[src/rtl/rom_arbiter.sv]
// rom_arbiter
//
// Shares one synchronous single-port ROM (registered read with clock enable)
// between two read requesters. Each request is served as a four-cycle
// transaction: grant (IDLE), ROM access (READ), data capture (CAPT) and a
// one-cycle completion pulse (ACK). Contention is settled round-robin, and no
// new grant is issued while the ROM reports that its contents are not loaded.
//
// Ports:
//   clock, reset        system clock, asynchronous active-high reset
//   r0_req / r0_addr    port 0 request (held until r0_ack) and word address
//   r0_ack / r0_data    port 0 completion pulse and captured read data
//   r1_req / r1_addr    port 1 request and word address
//   r1_ack / r1_data    port 1 completion pulse and captured read data
//   rom_ready           ROM contents loaded; grants are blocked while low
//   rom_ce / rom_a      ROM clock enable and address, owned by the arbiter
//   rom_q               ROM registered read data
module rom_arbiter #(
  parameter int DW = 8,
  parameter int AW = 14
) (
  input  logic          clock,
  input  logic          reset,
  input  logic          r0_req,
  input  logic [AW-1:0] r0_addr,
  output logic          r0_ack,
  output logic [DW-1:0] r0_data,
  input  logic          r1_req,
  input  logic [AW-1:0] r1_addr,
  output logic          r1_ack,
  output logic [DW-1:0] r1_data,
  input  logic          rom_ready,
  output logic          rom_ce,
  output logic [AW-1:0] rom_a,
  input  logic [DW-1:0] rom_q
);

  typedef enum logic [1:0] {
    IDLE,
    READ,
    CAPT,
    ACK
  } state_t;

  state_t state;
  state_t state_next;

  // sel: port owning the transaction in flight; last: port granted most recently
  logic sel;
  logic last;
  logic grant;
  logic winner;

  always_ff @(posedge clock or posedge reset) begin
    if (reset) begin
      state <= IDLE;
    end else begin
      state <= state_next;
    end
  end

  // Grant decision is made only in IDLE. With both ports asking, the port that
  // was not served last wins, so sustained contention alternates 0,1,0,1.
  // The reset value last=1 lets port 0 win the first tie.
  always_comb begin
    state_next = state;
    grant      = 1'b0;
    winner     = 1'b0;
    case (state)
      IDLE: begin
        if (rom_ready && (r0_req || r1_req)) begin
          grant      = 1'b1;
          winner     = (r0_req && r1_req) ? ~last : r1_req;
          state_next = READ;
        end
      end
      READ:    state_next = CAPT;
      CAPT:    state_next = ACK;
      ACK:     state_next = IDLE;
      default: state_next = IDLE;
    endcase
  end

  // Datapath. The address is latched at grant and held afterwards, so later
  // address changes by the requester have no effect. rom_ce follows grant by
  // one edge, which keeps it high for exactly the READ cycle. Only the
  // selected port's data/ack registers are written in CAPT; the other port's
  // results stay untouched.
  always_ff @(posedge clock or posedge reset) begin
    if (reset) begin
      rom_ce  <= 1'b0;
      rom_a   <= '0;
      sel     <= 1'b0;
      last    <= 1'b1;
      r0_ack  <= 1'b0;
      r1_ack  <= 1'b0;
      r0_data <= '0;
      r1_data <= '0;
    end else begin
      rom_ce <= grant;
      r0_ack <= 1'b0;
      r1_ack <= 1'b0;
      if (grant) begin
        rom_a <= winner ? r1_addr : r0_addr;
        sel   <= winner;
        last  <= winner;
      end
      if (state == CAPT) begin
        if (sel) begin
          r1_data <= rom_q;
          r1_ack  <= 1'b1;
        end else begin
          r0_data <= rom_q;
          r0_ack  <= 1'b1;
        end
      end
    end
  end

endmodule

[config.mk]
export PLATFORM = sky130hd
export DESIGN_NAME = rom_arbiter
export DESIGN_NICKNAME = d
export VERILOG_FILES = /design/src/rtl/rom_arbiter.sv
export SDC_FILE = /design/constraint.sdc
export NUM_CORES = 1
export LEC_CHECK = 0
export BUFFER_PORTS_ARGS = -buffer_cell sky130_fd_sc_hd__buf_2
export CELL_PAD_IN_SITES_DETAIL_PLACEMENT = 1
export CELL_PAD_IN_SITES_GLOBAL_PLACEMENT = 2
export CORE_MARGIN = 2
export CORE_UTILIZATION = 25
export DETAILED_ROUTE_END_ITERATION = 8
export PLACE_DENSITY = 0.7
export SETUP_SLACK_MARGIN = 0.4
export SYNTH_ARGS = -nofsm -noshare
export SYNTH_HDL_FRONTEND = slang
export SYNTH_SLANG_ARGS = --single-unit
[constraint.sdc]
create_clock -name clock -period 3.9 [get_ports clock]
set_clock_uncertainty 0.1 [all_clocks]
set_input_delay 0.585 -clock clock [delete_from_list [all_inputs] [get_ports clock]]
set_output_delay 0.585 -clock clock [all_outputs]
set_load 0.02 [all_outputs]
==> run metrics <==
run status=completed; CTS Buffer Depth=2; Port Buffers=73; Worst Tran Pin Value=0.4658 ns; setup TNS=0 ns; DIE WIDTH=84.63 µm; clk slew on worst S/H paths=0.08 ns; Crit Path Category=flip-flop to flip-flop; # Max-Cap Violations=0; YS warnings=0; DR iter-0 viols=18; die area=7162 µm²; post-cts sizing count=0; Fillers=746; switching share of power=40.46%; Post-synth EDFFs=0; critical path peak fanout=31; drt pass-1 iters=4; antenna violations before repair=0; GRT Util Overall=11.32%; pre-CTS WS=2.135 ns; routability congestion estimate=0.6486; largest net degree at the start of global routing=38; CTS tree=built; HPWL after DPL=2760 µm; Layout area overhead=31.26%; routed vias=1,243; Worst Hold Class=input pin to asynchronous set/reset pin; sequential area share after synthesis=57.04%; slew margin rel.=68.95%; clock power share=15.1%; Synth Register Bits=37; Rows=29; synthesized area per cell=12.04 µm²; fraction of layout cells with a size suffix above 1=54.03%; CTS Sinks=37; Synth Cell Area=1625 µm²; total CTS buffers=5; Via density=4.316; global-route wire length before repair=6451 µm; Worst EP arrival=1.75 ns; part of the power in registers=38.3%; Fmax=597.2 MHz; Setup Viol. Count Final=0; RSZ-0062 raised after global routing=false; final WL=3699 µm; CP Capture Type=flip-flop; asr flop ratio synth=100.0%; core footprint=6314 µm²; Core Util, Final=33.79%; Final Worst Setup Slack=2.225 ns; Worst IR Drop VDD=0.0002876 V; Antenna Nets Post-Route=0; Pint=1.043 mW; Ports=74; Synth cell types=18; setup bufs post-CTS=0; Clk Latency, worst-skew pair=0.28 ns; Required @ worst endpoint=3.97 ns; Starting Density=25.74%; crit share post-route=42.94%; Final Critical Period=1.675 ns; NetSw=0.7090 mW; clk root buf=clkbuf_8; Most used DFF post-synth=dfrtp_1; final hold viol count=0; final slew viol count=0; Syn Nets=179; Worst Setup Start Kind=flip-flop; H-Tree Depth=2; hold_buf cts=0; # diodes=0; combinational power share=46.7%; total grt overflow=0; routed len/inst=12.84 µm; Final nets=254; Cells after Synth=135; Leakage Power=1.045 nW; Vert. Die Dim=84.63 µm; power density over the cells=821.4 nW/µm²; number of global-route vias before repair=1,391; Remaining DRCs=0
## registers in the layout, summed over array words and instances, names as in the netlist
register and cells:
rom_ce 1, rom_a 14, last 1, r1_data 8, state 2, r0_ack 1
sel 1, r1_ack 1, r0_data 8
## cell usage in the layout, fill, tap and decap left out
cell type	n
mux2i_1	1
dfrtp_1	36
mux2_2	19
inv_1	5
a21bo_2	1
a31oi_2	9
clkinv_2	2
ha_1	3
a31oi_1	5
buf_2	73
o21ai_0	1
buf_4	1
a21boi_4	1
o211a_4	1
nor2_1	15
clkinvlp_4	1
clkbuf_8	5
dfstp_2	1
nand2_1	30
nand2b_1	1
## final timing paths
check                      slack, ns  cells after the start        from    endpoint
max                             2.23                      4    state[0]         sel
min                             0.29                      3       reset  r1_data[2]
max reg2reg                     2.23                      4    state[0]         sel
min reg2reg                     0.40                      1  r0_data[4]  r0_data[4]
max in group asynchronous       3.05                      3       reset        last
min in group clock              0.40                      1  r0_data[4]  r0_data[4]
## synth_stat cells (2+ instances only)
cell      n  area (µm²)
a31oi_1   5       31.28
a31oi_2   9       112.6
buf_2     2       10.01
buf_4     2       15.01
buf_6     2       22.52
dfrtp_1  36       900.9
ha_1      3       37.54
inv_1     5       18.77
mux2_2   19       214.0
nand2_1  30       112.6
nor2_1   15       56.30
## power by group through the flow
stage / clock network [mW] / registers, mW / logic, mW
6_report: 0.264 / 0.671 / 0.818
5_1_grt: 0.288 / 0.701 / 0.902
4_1_cts: 0.279 / 0.677 / 0.839
3_5_place_dp: 0 / 0.684 / 0.838
3_3_place_gp: 0 / 0.681 / 0.821
2_1_floorplan: 0 / 0.887 / 0.371
## kinds of logic (layout without fill, tap and decap cells)
| family | Yosys count | after routing | share of synthesized area, % |
|---|---|---|---|
| simple gates | 46 | 46 | 10.78 |
| flops | 37 | 37 | 57.04 |
| mux | 20 | 20 | 13.78 |
| compound gates | 18 | 18 | 12.01 |
| buf+inv | 11 | 87 | 4.080 |
| fa+ha+maj | 3 | 3 | 2.310 |
## layer usage
layer | GRT usage (%) | wire length (µm) | share of wire [%]
met1 | 13.23 | 1558 | 42
met2 | 18.68 | 1711 | 46
met3 | 4.523 | 360 | 9.7
met4 | 4.329 | 69 | 1.9
met5 | 0 | 0 | 0
## metrics by stage
step	power [mW]	instance area, µm²	hold slack (ns)	cells
global route	1.892	2133	0.3462	288
detailed placement	1.522	2047	0.3880	280
floorplan	1.258	1625	0.3941	135
global placement	1.502	2047	0.3841	280
CTS	1.795	2133	0.3103	288
finish	1.752	2133	0.2949	288
## area by class of cell
class	instances	area (µm²)	share of cell area, %
clock buffers	5	68.82	3.226
repair buffers	74	372.9	17.48
clock inverters	3	17.52	0.8211
multi-input cells	87	631.9	29.62
flip-flops and latches	37	927.1	43.46
inverters	5	18.77	0.8798
well taps	77	96.34	4.516
## worst max-delay path, stage by stage, from the launching register on
cell and delay (ns):
dfrtp_1 0.37, inv_1 0.11, ha_1 0.20, o211a_4 0.40
mux2_2 0.38
Power figures use the tool's default switching activity.
